--- config.mk ---
export PLATFORM = sky130hd
export DESIGN_NAME = accel_frame_conditioner
export DESIGN_NICKNAME = d
export VERILOG_FILES = /design/src/rtl/sberday_pkg.sv /design/src/rtl/accel_axis_avg.sv /design/src/rtl/accel_frame_conditioner.sv
export SDC_FILE = /design/constraint.sdc
export NUM_CORES = 1
export LEC_CHECK = 0
export BUFFER_PORTS_ARGS = -buffer_cell sky130_fd_sc_hd__buf_2
export CORE_AREA = 5 5 92 94
export DETAILED_ROUTE_END_ITERATION = 10
export DIE_AREA = 0 0 97 99
export PLACE_DENSITY = 0.79
export SYNTH_ARGS = -nofsm -noshare
export SYNTH_HDL_FRONTEND = slang
export SYNTH_SLANG_ARGS = --single-unit
export TNS_END_PERCENT = 1
--- constraint.sdc ---
create_clock -name pixel_clk -period 2.6 [get_ports pixel_clk]
set_input_delay 0.13 -clock pixel_clk [delete_from_list [all_inputs] [get_ports pixel_clk]]
set_output_delay 0.13 -clock pixel_clk [all_outputs]
set_load 0.05 [all_outputs]
--- src/rtl/sberday_pkg.sv ---
// Shared types and constants for the accelerometer frame conditioner.
package sberday_pkg;

    typedef logic signed [7:0] accel_t;

    typedef enum logic [1:0] {
        NO_DATA = 2'd0,
        LIVE    = 2'd1,
        STALE   = 2'd2
    } accel_state_t;

    localparam int H_LAST_DEF = 799;
    localparam int V_LAST_DEF = 599;

    // Magnitude is taken in 9 bits so that -128 maps to +128 rather than wrapping.
    function automatic accel_t dead_zone(input accel_t v, input int dz);
        logic signed [8:0] v9;
        logic [8:0]        mag;
        v9  = {v[7], v};
        mag = v9[8] ? 9'(-v9) : 9'(v9);
        return (mag <= 9'(dz)) ? accel_t'(0) : v;
    endfunction

endpackage

--- src/rtl/accel_axis_avg.sv ---
// One accelerometer axis: block average over 2**AVG_LOG2 samples, then dead zone.
module accel_axis_avg
    import sberday_pkg::*;
#(
    parameter int AVG_LOG2  = 3,
    parameter int DEAD_ZONE = 4
) (
    input  logic   pixel_clk,
    input  logic   rst_n,
    input  logic   sample_valid,
    input  accel_t sample,
    output accel_t avg,
    output logic   done
);

    // 2**AVG_LOG2 full-scale samples fit exactly, so no saturation is needed.
    localparam int SW = 8 + AVG_LOG2;

    logic signed [SW-1:0] sum_q, sum_d, total;
    logic [AVG_LOG2-1:0]  cnt_q, cnt_d;
    accel_t               avg_q, avg_d;
    logic                 last;

    assign last  = (cnt_q == '1);
    assign total = sum_q + {{AVG_LOG2{sample[7]}}, sample};
    assign done  = sample_valid && last;
    assign avg   = dead_zone(avg_q, DEAD_ZONE);

    // Accumulate; on the final sample publish the floored mean and restart the block.
    always_comb begin
        sum_d = sum_q;
        cnt_d = cnt_q;
        avg_d = avg_q;
        if (sample_valid) begin
            cnt_d = cnt_q + 1'b1;
            if (last) begin
                sum_d = '0;
                avg_d = accel_t'(total >>> AVG_LOG2);
            end else begin
                sum_d = total;
            end
        end
    end

    // Accumulator, sample count and average registers; reset drops any partial block.
    always_ff @(posedge pixel_clk or negedge rst_n) begin
        if (!rst_n) begin
            sum_q <= '0;
            cnt_q <= '0;
            avg_q <= '0;
        end else begin
            sum_q <= sum_d;
            cnt_q <= cnt_d;
            avg_q <= avg_d;
        end
    end

endmodule

--- src/rtl/accel_frame_conditioner.sv ---
// Averages X/Y accelerometer samples and republishes them once per video frame,
// with a liveness/staleness indication for the game block.
module accel_frame_conditioner
    import sberday_pkg::*;
#(
    parameter int AVG_LOG2     = 3,
    parameter int DEAD_ZONE    = 4,
    parameter int STALE_FRAMES = 8,
    parameter int H_LAST       = H_LAST_DEF,
    parameter int V_LAST       = V_LAST_DEF
) (
    input  logic        pixel_clk,
    input  logic        rst_n,
    input  logic        sample_valid,
    input  logic [7:0]  accel_raw_x,
    input  logic [7:0]  accel_raw_y,
    input  logic [10:0] h_coord,
    input  logic [9:0]  v_coord,
    output logic [7:0]  accel_x_filt,
    output logic [7:0]  accel_y_filt,
    output logic        frame_strobe,
    output logic        accel_valid,
    output logic        accel_stale
);

    accel_t x_avg, y_avg;
    logic   x_done, y_done;

    // Both axes see identical strobes, so their counters stay in lockstep;
    // the X instance's done alone drives the fresh flag.
    accel_axis_avg #(.AVG_LOG2(AVG_LOG2), .DEAD_ZONE(DEAD_ZONE)) u_avg_x (
        .pixel_clk    (pixel_clk),
        .rst_n        (rst_n),
        .sample_valid (sample_valid),
        .sample       (accel_raw_x),
        .avg          (x_avg),
        .done         (x_done)
    );

    accel_axis_avg #(.AVG_LOG2(AVG_LOG2), .DEAD_ZONE(DEAD_ZONE)) u_avg_y (
        .pixel_clk    (pixel_clk),
        .rst_n        (rst_n),
        .sample_valid (sample_valid),
        .sample       (accel_raw_y),
        .avg          (y_avg),
        .done         (y_done)
    );

    a_lockstep: assert property (@(posedge pixel_clk) disable iff (!rst_n) x_done == y_done);

    accel_state_t state_q, state_d;
    logic         fresh_q, fresh_d;
    logic         match, match_q, frame_evt;
    logic [7:0]   stale_cnt_q, stale_cnt_d;
    accel_t       x_q, x_d, y_q, y_d;
    logic         valid_q, valid_d, stale_q, stale_d, strobe_q;

    // A coordinate held at the last pixel must yield only one event.
    assign match     = (h_coord == 11'(H_LAST)) && (v_coord == 10'(V_LAST));
    assign frame_evt = match && !match_q;

    assign accel_x_filt = x_q;
    assign accel_y_filt = y_q;
    assign accel_valid  = valid_q;
    assign accel_stale  = stale_q;
    assign frame_strobe = strobe_q;

    // Next state, stale counting, fresh tracking and the per-frame output load.
    always_comb begin
        state_d     = state_q;
        fresh_d     = fresh_q;
        stale_cnt_d = stale_cnt_q;
        x_d         = x_q;
        y_d         = y_q;
        valid_d     = valid_q;
        stale_d     = stale_q;

        // A sample in the same cycle as a frame event wins over the increment.
        if (sample_valid)
            stale_cnt_d = '0;
        else if (frame_evt && (stale_cnt_q < 8'(STALE_FRAMES)))
            stale_cnt_d = stale_cnt_q + 8'd1;

        if (frame_evt) begin
            fresh_d = 1'b0;
            unique case (state_q)
                LIVE:    if (9'(stale_cnt_q) + 9'd1 >= 9'(STALE_FRAMES)) state_d = STALE;
                default: if (fresh_q) state_d = LIVE;
            endcase
            unique case (state_d)
                LIVE: begin
                    x_d = x_avg;  y_d = y_avg;  valid_d = 1'b1;  stale_d = 1'b0;
                end
                STALE: begin
                    x_d = '0;  y_d = '0;  valid_d = 1'b0;  stale_d = 1'b1;
                end
                default: begin
                    x_d = '0;  y_d = '0;  valid_d = 1'b0;  stale_d = 1'b0;
                end
            endcase
        end

        // A block finishing on the frame edge is kept for the next frame.
        if (x_done) fresh_d = 1'b1;
    end

    // State, frame-detect delay and output registers.
    always_ff @(posedge pixel_clk or negedge rst_n) begin
        if (!rst_n) begin
            state_q     <= NO_DATA;
            fresh_q     <= 1'b0;
            match_q     <= 1'b0;
            stale_cnt_q <= '0;
            x_q         <= '0;
            y_q         <= '0;
            valid_q     <= 1'b0;
            stale_q     <= 1'b0;
            strobe_q    <= 1'b0;
        end else begin
            state_q     <= state_d;
            fresh_q     <= fresh_d;
            match_q     <= match;
            stale_cnt_q <= stale_cnt_d;
            x_q         <= x_d;
            y_q         <= y_d;
            valid_q     <= valid_d;
            stale_q     <= stale_d;
            strobe_q    <= frame_evt;
        end
    end

endmodule
==> metrics.md <==
| Metric | Value |
|---|---|
| DRT Wirelength | `8870 um` |
| # Post-CTS Setup Buffers | `0` |
| CTS max path bufs | `2` |
| Buffers and inverters on the worst path | `0` |
| Async SR Flop Fraction | `100%` |
| Routed WL per cell | `14.7 um` |
| Worst endpoint required time | `2.84 ns` |
| Std-Cell Rows | `32` |
| Max Cap Viol | `0` |
| Register cell area after layout | `roughly 1900 um^2` |
| Share of post-route cells with drive strength above 1 | `roughly 18%` |
| Peak supply drop | `0.507 mV` |
| Filler Cell Count | `641` |
| Area leader, netlist | `dfrtp_1` |
| Pre-antenna DRT Iters | `4` |
| Residual DRC | `0` |
| Vias in the first global route | `3363` |
| Final setup viols | `0` |
| CP Depth | `7` |
| Commonest register cell after synthesis | `dfrtp_1` |
| Max Freq | `450 MHz` |
| Crit path DAT | `between 2 and 2.5 ns` |
| Clk pwr share | `17.6%` |
| Combinational power share | `44.8%` |
| Area of the multi-input gates | `2230 um^2` |
| Total clock sinks | `75` |
| Critical Path Fanout Max | `3` |
| Grt ovf | `0` |
| Flop pwr share | `37.5%` |
| Syn-to-layout area delta | `13.7%` |
| Setup slack, reg-to-reg | `about 0.38 ns` |
| First-pass GRT wire length | `between 15000 and 20000 um` |
| Cell Pwr Density | `1000 nW/um^2` |
| Setup Skew | `0.00908 ns` |
| # hold bufs at CTS | `1` |
| Type of the worst min-delay path | `input port to flop` |
| P_int | `approximately 2.8 mW` |
| Yosys reg bits | `75` |
| Dpl cells | `587` |
| Worst Hold End | `match_q$_DFF_PN0_` |
| Cell count of the worst reg-to-reg path | `7` |
| Setup Crit Path Kind | `flop to flop` |
| Status | `finished, final reports clean` |
| Worst R2R End | `u_avg_y.sum_q[10]$_DFFE_PN0P_` |
| Slowest-stage cell, CP | `fa_1` |
| Util after Layout | `63.6%` |
| Tcrit/Tclk final | `85.5%` |
| Final Non-Filler Cells | `604` |
| Fin. Hold Viols | `0` |
| Register area share after synthesis | `44.4%` |
| Max H-tree Level | `3` |
| Unique masters post-synth | `50` |
| Setup tns final | `0 ns` |
| Clock period minus worst slack | `2.22 ns` |
| Post-CTS Resized | `0` |
| Crit-path max cell delay | `0.43 ns` |
| Dpl cell area | `roughly 4600 um^2` |
| Post-route ant nets | `0` |
| Core Region | `about 7600 um^2` |
| Final Power | `4.83 mW` |
| Initial Util | `a little under three fifths` |
| RSZ-0062 raised after global routing | `no` |
| Final non-filler cell area | `4810 um^2` |
| Number of port buffers | `between 50 and 60` |
| Routability cong. | `between 0.9 and 1` |
| Number of buffers created by CTS | `9` |
| Vias/cell | `between 5 and 6` |
| Post-synth top area share | `44.4%` |
| Hold path start | `h_coord[0]` |
| Slew Limit Fails | `0` |
| Iter 0 DRT Violations | `118` |
| Area contributors post-synth | `dfrtp_1, ha_1, nand2_1` |
| Largest net degree at the start of global routing | `76` |
| ANT cells | `0` |
| Die ar. | `between 9000 and 10000 um^2` |
| Synth warn | `0` |
| Post-Syn Area | `4230 um^2` |
| Total GRT Usage | `19.2%` |
| WHS Path Cells | `3` |
| P_sw | `between 2 and 2.5 mW` |
| Startpoint Class | `flop` |
| I/O pins | `59` |
| Layout Nets | `567` |
| Clock latency on the worst-skew pair | `about 0.35 ns` |
| Avg Inst Size Synth | `9.68 um^2` |
| Delay-heaviest family, CP | `compound AO/OA/AOI/OAI gates` |
| Die Height | `99 um` |
| Crit path capture type | `flop` |
| Initial antenna violation count | `0` |
| Commonest cells post-synth | `dfrtp_1, nand2_1, ha_1` |
| Leakage | `2.30 nW` |
| Die width | `97 um` |
| Crit path cell chain | `ha_1 -> fa_1 -> a211oi_1 -> o211ai_1 -> nand3_1 -> mux2i_1 -> o32ai_1` |
| Worst-Margin Slew | `0.930 ns` |
| Reg clk slew, reported paths | `about 0.080 ns` |
| Slew Limit Headroom | `38.0%` |
| Vias | `approximately 3500` |
| Syn Inst Count | `437` |
| Syn_nets | `roughly 510` |
| DPL Wire Length | `roughly 6400 um` |
| CTS tree | `yes` |
| Post-synth EDFFs | `0` |
| Reg-to-Reg Start | `u_avg_y.sum_q[0]$_DFFE_PN0P_` |
| Root buffer cell | `clkbuf_8` |
| Fraction of power spent switching nets | `approximately two fifths` |
| Count leader, synth | `dfrtp_1` |
==> metal layers <==
metal	part of all wire (%)	routed length, um	GRT usage (%)
met1	47	4170	25.7
met5	0	0	0
met2	46	4070	30.7
met4	2.0	175	7.88
met3	5.1	454	3.75
==> worst max-delay path by stage <==
stage | to | startpoint | slack [ns]
floorplan | u_avg_x.avg_q[5]$_DFFE_PN0P_ | u_avg_x.sum_q[0]$_DFFE_PN0P_ | 0.58
global placement | u_avg_x.avg_q[5]$_DFFE_PN0P_ | u_avg_x.sum_q[0]$_DFFE_PN0P_ | 0.47
detailed placement | u_avg_y.sum_q[8]$_DFFE_PN0P_ | u_avg_y.sum_q[0]$_DFFE_PN0P_ | 0.42
CTS | u_avg_y.avg_q[5]$_DFFE_PN0P_ | u_avg_y.sum_q[0]$_DFFE_PN0P_ | 0.40
global route | u_avg_y.sum_q[10]$_DFFE_PN0P_ | u_avg_y.sum_q[0]$_DFFE_PN0P_ | 0.23
finish | u_avg_y.sum_q[10]$_DFFE_PN0P_ | u_avg_y.sum_q[0]$_DFFE_PN0P_ | 0.38
==> layout by cell type, fill, tap and decap left out, types with 5 or more instances in the layout <==
cell       netlist  layout
nand3b_1        10      10
buf_2            0      57
inv_1           17      17
o21ai_1         13      13
nand2_1         64      64
dfrtp_1         75      75
nor2_1          18      18
and2_0           8       8
nand3_1         11      11
xor2_1          12      12
nor3_1          12      11
a21oi_1         23      23
o31ai_1         15      15
clkbuf_8         0      10
a21o_1           6       6
o2bb2ai_1       12      12
nor4_1           5       5
ha_1            28      28
o21ai_0         22      22
a31o_2           5       5
==> state kept, by name (all words and copies together) (netlist names) <==
name	flops
u_avg_y.sum_q	11
state_q	2
accel_y_filt	8
u_avg_x.sum_q	11
u_avg_y.cnt_q	3
accel_x_filt	8
u_avg_x.cnt_q	3
fresh_q	1
stale_cnt_q	8
accel_valid	1
match_q	1
frame_strobe	1
u_avg_x.avg_q	8
u_avg_y.avg_q	8
accel_stale	1
==> cell type report <==
cell class / instances / share of cell area (%)
multi-input combinational: 331 / 46.3
sequential: 75 / 39.0
timing repair buffer: 62 / 6.76
clock buffer: 10 / 2.86
tap: 102 / 2.65
inverter: 18 / 1.40
clock inverter: 6 / 1.04
==> worst register-to-register path, stage by stage (launching register included) <==
cell and delay (ns):
dfrtp_1 0.38, ha_1 0.22, fa_1 0.43, a211oi_1 0.36, o211ai_1 0.16, nand3_1 0.15
mux2i_1 0.10, o32ai_1 0.31
==> power by group through the flow <==
stage	logic (mW)	clock network, mW	registers [mW]
2_1_floorplan	1.73	0	1.73
3_3_place_gp	2.06	0	1.81
3_5_place_dp	2.16	0	1.82
4_1_cts	2.17	0.872	1.81
5_1_grt	2.48	0.917	1.85
6_report	2.17	0.852	1.81
==> stage by stage <==
step,setup slack (ns),hold slack (ns)
6_report,0.377,0.0780
4_1_cts,0.399,0.0721
2_1_floorplan,0.583,-0.166
3_5_place_dp,0.415,0.334
3_3_place_gp,0.469,0.322
5_1_grt,0.231,0.0995
==> cell families after synthesis <==
| family | Yosys count | share of synthesized area, % |
|---|---|---|
| xor gates and xnor gates | 16 | 3.31 |
| and+or+nand+nor | 153 | 18.3 |
| buffers and inverters | 31 | 3.10 |
| adders and majority gates | 30 | 9.23 |
| DFF | 75 | 44.4 |
| muxes | 8 | 2.01 |
| AOI/OAI and AO/OA | 124 | 19.7 |
(Power assumes the default switching activity.)
